**config.mk**
```make
export PLATFORM = sky130hd
export DESIGN_NAME = beetle_position_update
export DESIGN_NICKNAME = d
export VERILOG_FILES = /design/src/rtl/beetle_position_update.sv
export SDC_FILE = /design/constraint.sdc
export NUM_CORES = 1
export LEC_CHECK = 0
export ABC_AREA = 1
export BUFFER_PORTS_ARGS = -buffer_cell sky130_fd_sc_hd__buf_2
export CAP_MARGIN = 20
export CORE_MARGIN = 4
export CORE_UTILIZATION = 25
export CTS_CLUSTER_DIAMETER = 30
export DETAILED_ROUTE_END_ITERATION = 10
export GPL_ROUTABILITY_DRIVEN = 0
export PLACE_DENSITY = 0.46
export SLEW_MARGIN = 5
export SYNTH_ARGS = -nofsm -noshare
export SYNTH_HDL_FRONTEND = slang
export SYNTH_SLANG_ARGS = --single-unit
```
**constraint.sdc**
```tcl
create_clock -name clk -period 7.2 [get_ports clk]
set_clock_uncertainty 0.2 [all_clocks]
set_input_delay 0 -clock clk [delete_from_list [all_inputs] [get_ports clk]]
set_output_delay 0 -clock clk [all_outputs]
set_load 0.1 [all_outputs]
```
**src/rtl/beetle_position_update.sv**
```systemverilog
// Beetle antenna search position/step sequencer for the fixed-point BAS datapath.
// Optional STEP_FLOOR_EN clamps the decayed step at STEP_MIN.
//   state | meaning
//   IDLE  | waiting for first start
//   SENSE | probes driven, waiting for antenna fitness
//   MOVE  | one-cycle position update and step decay
//   DONE  | MAX_ITER iterations complete, results held
module beetle_position_update #(
  parameter int MAX_ITER    = 64,
  parameter int ITER_W      = 8,
  parameter int ETA_SHIFT   = 3,
  parameter int SENSE_SHIFT = 1
`ifdef STEP_FLOOR_EN
  , parameter int STEP_MIN  = 16
`endif
) (
  input  logic                     clk,
  input  logic                     rst_n,
  input  logic                     start,
  input  logic signed [15:0]       x_init,
  input  logic signed [15:0]       y_init,
  input  logic signed [13:0]       step_init,
  input  logic signed [8:0]        dir_x,
  input  logic signed [8:0]        dir_y,
  input  logic signed [15:0]       f_l,
  input  logic signed [15:0]       f_r,
  input  logic                     fit_valid,
  output logic signed [15:0]       x,
  output logic signed [15:0]       y,
  output logic signed [13:0]       sense,
  output logic                     req_valid,
  output logic                     busy,
  output logic                     done,
  output logic [ITER_W-1:0]        iter_cnt
);

  typedef enum logic [1:0] {S_IDLE, S_SENSE, S_MOVE, S_DONE} state_t;

  state_t state_q, state_d;
  logic signed [15:0] x_q, x_d, y_q, y_d;
  logic signed [13:0] step_q, step_d;
  logic [ITER_W-1:0]  iter_q, iter_d;
  logic signed [15:0] fl_q, fl_d, fr_q, fr_d;
  logic signed [8:0]  dirx_q, dirx_d, diry_q, diry_d;
  logic               req_valid_q, req_valid_d, busy_q, busy_d, done_q, done_d;

  logic signed [22:0] prod_x, prod_y, delta_x, delta_y, sum_x, sum_y;
  logic signed [13:0] step_dec;
  logic [ITER_W-1:0]  iter_inc;

  // Full-width sums make the saturation check exact without extra guard bits.
  function automatic logic signed [15:0] sat16(input logic signed [22:0] v);
    if (v > 23'sd32767)       return 16'sh7fff;
    else if (v < -23'sd32768) return 16'sh8000;
    else                      return v[15:0];
  endfunction

  always_comb begin
    prod_x  = dirx_q * step_q;
    prod_y  = diry_q * step_q;
    delta_x = prod_x >>> 8;
    delta_y = prod_y >>> 8;
    if (fl_q < fr_q) begin
      sum_x = 23'(x_q) + delta_x;
      sum_y = 23'(y_q) + delta_y;
    end else if (fl_q > fr_q) begin
      sum_x = 23'(x_q) - delta_x;
      sum_y = 23'(y_q) - delta_y;
    end else begin
      sum_x = 23'(x_q);
      sum_y = 23'(y_q);
    end
    step_dec = step_q - (step_q >>> ETA_SHIFT);
`ifdef STEP_FLOOR_EN
    if (step_dec < 14'(STEP_MIN)) step_dec = 14'(STEP_MIN);
`endif
    iter_inc = iter_q + 1'b1;
  end

  always_comb begin
    state_d = state_q;
    x_d     = x_q;
    y_d     = y_q;
    step_d  = step_q;
    iter_d  = iter_q;
    fl_d    = fl_q;
    fr_d    = fr_q;
    dirx_d  = dirx_q;
    diry_d  = diry_q;
    case (state_q)
      S_IDLE, S_DONE: begin
        if (start) begin
          x_d     = x_init;
          y_d     = y_init;
          step_d  = step_init;
          iter_d  = '0;
          state_d = S_SENSE;
        end
      end
      S_SENSE: begin
        if (fit_valid) begin
          fl_d    = f_l;
          fr_d    = f_r;
          dirx_d  = dir_x;
          diry_d  = dir_y;
          state_d = S_MOVE;
        end
      end
      S_MOVE: begin
        x_d     = sat16(sum_x);
        y_d     = sat16(sum_y);
        step_d  = step_dec;
        iter_d  = iter_inc;
        state_d = (iter_inc == ITER_W'(MAX_ITER)) ? S_DONE : S_SENSE;
      end
      default: state_d = S_IDLE;
    endcase
    req_valid_d = (state_d == S_SENSE);
    busy_d      = (state_d == S_SENSE) || (state_d == S_MOVE);
    done_d      = (state_d == S_DONE);
  end

  always_ff @(posedge clk or negedge rst_n) begin
    if (!rst_n) begin
      state_q     <= S_IDLE;
      x_q         <= '0;
      y_q         <= '0;
      step_q      <= '0;
      iter_q      <= '0;
      fl_q        <= '0;
      fr_q        <= '0;
      dirx_q      <= '0;
      diry_q      <= '0;
      req_valid_q <= 1'b0;
      busy_q      <= 1'b0;
      done_q      <= 1'b0;
    end else begin
      state_q     <= state_d;
      x_q         <= x_d;
      y_q         <= y_d;
      step_q      <= step_d;
      iter_q      <= iter_d;
      fl_q        <= fl_d;
      fr_q        <= fr_d;
      dirx_q      <= dirx_d;
      diry_q      <= diry_d;
      req_valid_q <= req_valid_d;
      busy_q      <= busy_d;
      done_q      <= done_d;
    end
  end

  assign x         = x_q;
  assign y         = y_q;
  assign sense     = step_q >>> SENSE_SHIFT;
  assign req_valid = req_valid_q;
  assign busy      = busy_q;
  assign done      = done_q;
  assign iter_cnt  = iter_q;

endmodule
```
==> impl_metrics.ini, run 1 <==
[synthesis]
yosysWarnings = 0
synth_area_um2 = 18600
postSynthAreaPerCell_um2 = 7.36
synth_ff_type = dfrtp_1
seq_area_frac_synth = 0.146
synthArstFlopShare = 1.00
synth_edf_count = 0
synth_fp_nets = 3042
syn-instance-count = 2532
ys_ff_latch = 109
synth_cell_types = 46

[drt]
wl_um = 63800
dr.first_iter.drc_count = 969
vias = 17200
wl_per_cell_um = 16.4
drc = 0
drt_pass1_iterations = 7
routed_via_density = 4.41
antenna_left = 0

[cells_and_area]
fin_util = 0.327
final_common_cell = nand2_1
nets = 3431
mostFrequentLayoutCells = nand2_1 (639), inv_1 (462), fa_1 (211), buf_4 (198), ha_1 (175)
fin_area_um2 = 24000
syn2layout_area_growth_pct = 28.8
drive_gt1_frac = 0.192

[floorplanning]
io_pins = 157
die_x_um = 281
floorplan.initialDensity = 0.254
die_h_um = 281
core-area_um2 = 73500
fp.dieArea_um2 = 79000
rows = 99

[timing]
max-slew-margin-rel = 0.368
post-route-period-util = 0.958
worst_pin_slew_ns = 0.948
worst_slack_ns = 0.305
slew_violations = 0
final.min_clock_period_ns = 6.89
fmaxAchievable_ghz = 0.145
hold_viol_final = 0
setup_violations = 0
finalSetupTns_ns = 0

[global_route]
first_global_vias = 17300
grt_max_degree = 69
grt_usage = 0.160
grt_pass1_wl_um = 98900
grt_overflow = 0
antenna_found_initial = 1

[clock_tree]
cts_buffers = 9
path_clk_slew_ns = 0.11
cts_max_path_buffers = 2
htreeDepth = 3
cts_tree = done
cts.sinks = 109
cts_root_buffer = clkbuf_16
clk_latency_ns = 0.42

[critical_path]
cp_max_fo = 8
worstPathRequired_ns = 7.32
startpoint_type = flip-flop
slowest_stage = fa_1
critPathArrivalTime_ns = 7.02
crit_path_max_incr_delay_ns = 0.51
endpoint_kind = flip-flop
crit_path_frequent_cell = fa_1
worstSetupPathType = flip-flop to flip-flop

[job]
maxCapViolCount = 0

[run_status]
status = completed

[placed_design]
place_hpwl_um = 51400
dp_slack_ns = -0.161
placed_area_um2 = 21500
io_buffers = 156

[worst_hold_path]
min_path_type = input pin to flip-flop
logic make-up (layout without fill, tap and decap cells):
group,after synthesis,in the layout,share of synthesized area
other cells,0,3,0
mux,32,32,0.0193
compound gates,325,325,0.0950
simple gates,985,986,0.213
fa+ha+maj,410,410,0.361
flops,109,109,0.146
xor+xnor,92,92,0.0432
buf+inv,579,972,0.122
Yosys cell counts, types with 7 or more instances:
cell type  count  area share
mux2_2        32       0.019
o21bai_1      16      0.0064
a21oi_1      171       0.046
buf_1         13      0.0026
o211ai_1      18      0.0072
fa_1         213        0.23
ha_1         197        0.13
nand3_1       92       0.025
buf_4         19      0.0077
clkbuf_1      54       0.011
xnor2_1       29       0.014
xor2_1        63       0.030
nand2_1      649        0.13
nand4_1       16      0.0054
inv_1        468       0.094
buf_2         21      0.0056
nor3_1        21      0.0056
nor2_1       181       0.036
a21o_1         7      0.0028
o21ai_0       93       0.025
dfrtp_1      109        0.15
critical path: cells and delay by family (launching register included):
| kind | cells | cell delay [ns] |
|---|---|---|
| AO/OA/AOI/OAI | 6 | 0.96 |
| XOR/XNOR | 1 | 0.18 |
| adder cells (fa/ha/maj) | 7 | 2.97 |
| buffers and inverters | 8 | 0.88 |
| flip-flops | 1 | 0.45 |
| AND/OR/NAND/NOR | 13 | 1.17 |
metrics by stage:
stage | std cells | hold slack [ns]
floorplan | 2532 | -0.496
global placement | 3716 | -0.209
detailed placement | 3716 | -0.205
finish | 3888 | 0.142
global route | 3886 | 0.131
CTS | 3844 | 0.111
flip-flops by register name, indices dropped and copies added (netlist names):
signal and count:
fl_q 16, fr_q 16, x 16, y 16, step_q 14, dirx_q 9, diry_q 9, iter_cnt 8
state_q 2, busy 1, done 1, req_valid 1
timing repair:
item                                   CTS  global route
cloned                                   0             6
buffers inserted                         4            34
endpoints found under the hold margin  151             0
hold buffers                           108             0
setup endpoints to repair               30            32
pin swaps                                3            37
gates resized for setup                  9           145
cell type report:
| type | count | area (µm²) |
|---|---|---|
| antenna | 3 | 7.51 |
| clock buffer | 9 | 225 |
| clock inverter | 7 | 98.8 |
| fill | 7983 | 49400 |
| inverter | 471 | 1770 |
| multi-input combinational | 1845 | 14200 |
| sequential | 109 | 2760 |
| tap | 959 | 1200 |
| timing repair buffer | 485 | 3710 |
path summary, 6_finish.rpt:
| path | start | to | slack (ns) | cells past startpoint |
|---|---|---|---|---|
| worst max-delay path | step_q[7]$_DFFE_PN0P_ | x[2]$_DFFE_PN0P_ | 0.31 | 35 |
| worst min-delay path | f_l[5] | fl_q[5]$_DFFE_PN0P_ | 0.14 | 3 |
| worst max register to register | step_q[7]$_DFFE_PN0P_ | x[2]$_DFFE_PN0P_ | 0.31 | 35 |
| worst min register to register | fr_q[13]$_DFFE_PN0P_ | fr_q[13]$_DFFE_PN0P_ | 0.32 | 2 |
| max in group asynchronous | rst_n | step_q[13]$_DFFE_PN0P_ | 5.39 | 4 |
| min in group asynchronous | rst_n | fl_q[2]$_DFFE_PN0P_ | 0.42 | 4 |
routing by layer:
layer / wire (µm) / track usage / share of wire
met1: 30300 / 0.223 / 0.47
met2: 30000 / 0.268 / 0.47
met3: 2700 / 0.0233 / 0.042
met4: 759 / 0.0270 / 0.012
met5: 0 / 0 / 0
Power of run 1 is not shown: default switching activity piles up to over one toggle a cycle in this logic, so the estimate is an artifact.
==> run 2: changes to the inputs <==
--- a/config.mk
+++ b/config.mk
@@ -8,12 +8,13 @@
 export ABC_AREA = 1
 export BUFFER_PORTS_ARGS = -buffer_cell sky130_fd_sc_hd__buf_2
 export CAP_MARGIN = 20
+export CORE_ASPECT_RATIO = 1.75
 export CORE_MARGIN = 4
-export CORE_UTILIZATION = 25
+export CORE_UTILIZATION = 40
 export CTS_CLUSTER_DIAMETER = 30
 export DETAILED_ROUTE_END_ITERATION = 10
 export GPL_ROUTABILITY_DRIVEN = 0
-export PLACE_DENSITY = 0.46
+export PLACE_DENSITY = 0.64
 export SLEW_MARGIN = 5
 export SYNTH_ARGS = -nofsm -noshare
 export SYNTH_HDL_FRONTEND = slang
==> run 2 against run 1 <==
Net effect: the run now ends with negative hold slack left; via count grew 4.4%; sequential share of layout area up 0.49 points; critical path depth fell by 3; cell count decreased by 11%; final area decreased by 4.3%; register-to-register slack worse by 0.10 ns; critical endpoint is now y[5]$_DFFE_PN0P_.
==> impl_metrics.ini, run 2 (synthesized netlist as in run 1, its figures left out) <==
[floorplanning]
core-area_um2 = 46100
rows = 104
io_pins = 157
die_x_um = 171
floorplan.initialDensity = 0.405
fp.dieArea_um2 = 50300
die_h_um = 294

[cells_and_area]
drive_gt1_frac = 0.174
antennaDiodeCount = 0
mostFrequentLayoutCells = nand2_1 (638), inv_1 (465), fa_1 (209), nor2_1 (176), ha_1 (174)
regArea_um2 = 2750
syn2layout_area_growth_pct = 23.2
fillers = 4514
nets = 3372
final_common_cell = nand2_1
layout.cells.non_filler = 3450
multi_input_area_um2 = 14200

[critical_path]
worstPathRequired_ns = 7.29
slowest_stage = fa_1
startpoint_type = flip-flop
crit_path_max_incr_delay_ns = 0.58
path_buf_inv = 6
critPathArrivalTime_ns = 7.09
crit_path_frequent_cell = nand2_1
endpoint_kind = flip-flop
cp_max_fo = 11
critPathTopFamily = adder cells
worstSetupPathType = flip-flop to flip-flop

[placed_design]
dp_cells = 3313
io_buffers = 156
place_hpwl_um = 48000

[global_route]
grt_max_degree = 69
grt_usage = 0.239
first_global_vias = 19000
antenna_found_initial = 0
grt_pass1_wl_um = 95200
grt_overflow = 0

[run_status]
failed_checks = negative hold slack
status = complete, but fails checks

[clock_tree]
cts_tree = done
cts_buffers = 9
clk_latency_ns = 0.40
cts.sinks = 109
cts_root_buffer = clkbuf_16
path_clk_slew_ns = 0.09
cts_max_path_buffers = 2
htreeDepth = 3

[drt]
antenna_left = 0
dr.first_iter.drc_count = 960
drt_pass1_iterations = 6
wl_um = 60100
wl_per_cell_um = 17.4
drc = 0
routed_via_density = 5.19
vias = 17900

[timing]
hold_viol_final = 2
post-route-period-util = 0.972
worst_hold_slack_ns = -0.00471
slew_violations = 0
worst_pin_slew_ns = 0.985
final.min_clock_period_ns = 7.00
max-slew-margin-rel = 0.338
fmaxAchievable_ghz = 0.143
setup_violations = 0
rsz0062_at_grt = true

[job]
maxCapViolCount = 0

[worst_hold_path]
min_path_type = input pin to asynchronous set/reset pin
==> run 2: metal layers <==
metal	wire length, µm	global-route usage	share of wire
met1	21600	0.261	0.36
met2	31900	0.435	0.53
met3	2470	0.0251	0.041
met4	4140	0.149	0.069
met5	0	0	0
==> run 2: final timing paths <==
path	cells after the start	end	slack, ns	from
max reg2reg	32	y[5]$_DFFE_PN0P_	0.20	diry_q[5]$_DFFE_PN0P_
max	32	y[5]$_DFFE_PN0P_	0.20	diry_q[5]$_DFFE_PN0P_
min	2	fr_q[2]$_DFFE_PN0P_	-0.005	rst_n
max in group asynchronous	3	step_q[13]$_DFFE_PN0P_	5.37	rst_n
min reg2reg	1	fl_q[14]$_DFFE_PN0P_	0.32	fl_q[14]$_DFFE_PN0P_
min in group clk	3	diry_q[7]$_DFFE_PN0P_	0.17	dir_y[7]
==> run 2: worst register-to-register path: cells and delay by family (launching register included) <==
| kind | cells | cell delay (ns) |
|---|---|---|
| compound gates | 4 | 0.69 |
| xor+xnor | 1 | 0.27 |
| fa+ha+maj | 7 | 2.96 |
| buf+inv | 6 | 0.81 |
| flops | 1 | 0.49 |
| simple gates | 14 | 1.44 |
==> run 2: metrics by stage <==
stage | setup slack, ns | util | TNS (ns) | hold WS [ns] | cell area, µm²
after floorplan | 0.114 | - | 0 | -0.496 | 18600
after global placement | -0.107 | 0.452 | -1.45 | -0.113 | 20800
after detailed placement | -0.234 | 0.452 | -3.13 | -0.105 | 20800
after CTS | 0.00284 | 0.483 | 0 | 0.0130 | 22300
after global routing | -0.0734 | 0.499 | -1.51 | 0.0594 | 23000
final | 0.203 | 0.499 | 0 | -0.00471 | 23000
==> run 2: layout make-up <==
type | instances | area share
inverter | 471 | 0.0771
multi-input combinational | 1844 | 0.618
clock inverter | 7 | 0.00447
timing repair buffer | 427 | 0.139
sequential | 109 | 0.120
tap | 583 | 0.0318
clock buffer | 9 | 0.00980
==> run 2: repair_timing <==
item                                    in CTS  in global routing
buffers inserted                             5                 13
pin swaps                                    2                 17
hold endpoints to repair                   152                  0
gates cloned                                 0                  1
resized for setup                            7                137
hold buffers                               102                  0
endpoints found under the setup margin      30                 32
Power of run 2 is left out for the same reason.
==> run 3: changes to the inputs <==
--- a/config.mk
+++ b/config.mk
@@ -10,12 +10,14 @@
 export CAP_MARGIN = 20
 export CORE_ASPECT_RATIO = 1.75
 export CORE_MARGIN = 4
-export CORE_UTILIZATION = 40
+export CORE_UTILIZATION = 25
 export CTS_CLUSTER_DIAMETER = 30
 export DETAILED_ROUTE_END_ITERATION = 10
 export GPL_ROUTABILITY_DRIVEN = 0
-export PLACE_DENSITY = 0.64
+export MAX_ROUTING_LAYER = met4
+export PLACE_DENSITY = 0.46
 export SLEW_MARGIN = 5
 export SYNTH_ARGS = -nofsm -noshare
 export SYNTH_HDL_FRONTEND = slang
 export SYNTH_SLANG_ARGS = --single-unit
+export TNS_END_PERCENT = 10
==> run 3 against run 2 <==
Net effect: the flow now finishes without violations; count of clock-buffer cells in the layout did not move; largest cell class unchanged; die area increased by 58%; critical path depth grew 1; via count down 2.4%.
==> impl_metrics.ini, run 3 (synthesized netlist as in run 1, its figures left out) <==
[floorplanning]
die_x_um = 214
die_h_um = 369
core-area_um2 = 74000
floorplan.initialDensity = 0.252
io_pins = 157
fp.dieArea_um2 = 79200
rows = 132

[drt]
wl_um = 67600
routed_via_density = 4.54
wl_per_cell_um = 17.6
drt_pass1_iterations = 5
drc = 0
dr.first_iter.drc_count = 666
antenna_left = 0
vias = 17500

[critical_path]
worstSetupPathType = flip-flop to flip-flop
cp_max_fo = 15
r2r_slack_ns = 0.29
slowest_stage = fa_1
critPathArrivalTime_ns = 7.04
worstPathRequired_ns = 7.33
crit_path_max_incr_delay_ns = 0.55
crit_path_frequent_cell = nand2_1
endpoint_kind = flip-flop
startpoint_type = flip-flop

[global_route]
use_met2 = 0.346
antenna_found_initial = 2
grt_usage = 0.175
first_global_vias = 18600
grt_most_used_layer = met2
grt_overflow = 0
grt_use_met3 = 0.0173
grt_max_degree = 69
grt_pass1_wl_um = 104000
grt_util_met1 = 0.167

[job]
maxCapViolCount = 0

[clock_tree]
cts_max_path_buffers = 2
cts.sinks = 109
path_clk_slew_ns = 0.09
cts_root_buffer = clkbuf_16
htreeDepth = 3
cts_tree = done
clk_latency_ns = 0.40
cts_buffers = 9

[placed_design]
dp_slack_ns = -0.0891
place_hpwl_um = 57400
dp_cells = 3718
io_buffers = 156
placed_area_um2 = 21700

[worst_hold_path]
min_path_type = input pin to flip-flop

[timing]
max-slew-margin-rel = 0.339
post-route-period-util = 0.959
setup_violations = 0
worst_slack_ns = 0.294
final.min_clock_period_ns = 6.91
fmaxAchievable_ghz = 0.145
slew_violations = 0
finalSetupTns_ns = 0
worst_pin_slew_ns = 0.985
hold_viol_final = 0

[cells_and_area]
layout.cells.non_filler = 3847
drive_gt1_frac = 0.180
multi_input_area_um2 = 14100
nets = 3412
fin_area_um2 = 23500
regArea_um2 = 2750
syn2layout_area_growth_pct = 26.3
mostFrequentLayoutCells = nand2_1 (642), inv_1 (462), fa_1 (208), buf_4 (195), ha_1 (180)
fillers = 8068
final_common_cell = nand2_1

[run_status]
status = completed
## run 3: layout make-up
type	instances	area share
clock buffer	9	0.00956
inverter	471	0.0752
tap	938	0.0498
antenna	2	0.000213
sequential	109	0.117
multi-input combinational	1845	0.597
timing repair buffer	466	0.147
clock inverter	7	0.00436
## run 3: worst paths after layout
path	startpoint	end	cells after the start
min in group asynchronous	rst_n	diry_q[3]$_DFFE_PN0P_	3
hold / removal	step_init[4]	step_q[4]$_DFFE_PN0P_	3
max in group asynchronous	rst_n	step_q[6]$_DFFE_PN0P_	4
setup reg to reg	step_q[4]$_DFFE_PN0P_	x[10]$_DFFE_PN0P_	33
setup / recovery	step_q[4]$_DFFE_PN0P_	x[10]$_DFFE_PN0P_	33
hold reg to reg	fl_q[1]$_DFFE_PN0P_	fl_q[1]$_DFFE_PN0P_	1
## run 3: worst max-delay path: cells and delay by family, from the launching register on
kind                       cells  cell delay, ns
xor gates and xnor gates       1            0.16
adders and majority gates      7            3.02
AOI/OAI and AO/OA              6            0.89
and+or+nand+nor               13            1.25
DFF                            1            0.43
buffers and inverters          6            0.85
## run 3: stage by stage
step | utilization | hold slack, ns
floorplan | - | -0.496
global placement | 0.293 | -0.146
detailed placement | 0.293 | -0.147
CTS | 0.312 | 0.0566
global route | 0.318 | 0.0503
finish | 0.318 | 0.0975
## run 3: repair_timing
| action | 4_1_cts | 5_1_grt |
|---|---|---|
| gates cloned | 0 | 2 |
| pin swaps | 1 | 23 |
| endpoints found under the hold margin | 157 | 0 |
| setup endpoints to repair | 30 | 32 |
| resized for setup | 4 | 113 |
| setup buffers | 1 | 3 |
| hold buffers | 105 | 0 |
## run 3: layer usage
layer	vias up	wire, µm
met5	-	0
li1	8527	-
met3	119	1820
met1	8490	23800
met4	0	3470
met2	337	38500
Power of run 3 is left out for the same reason.
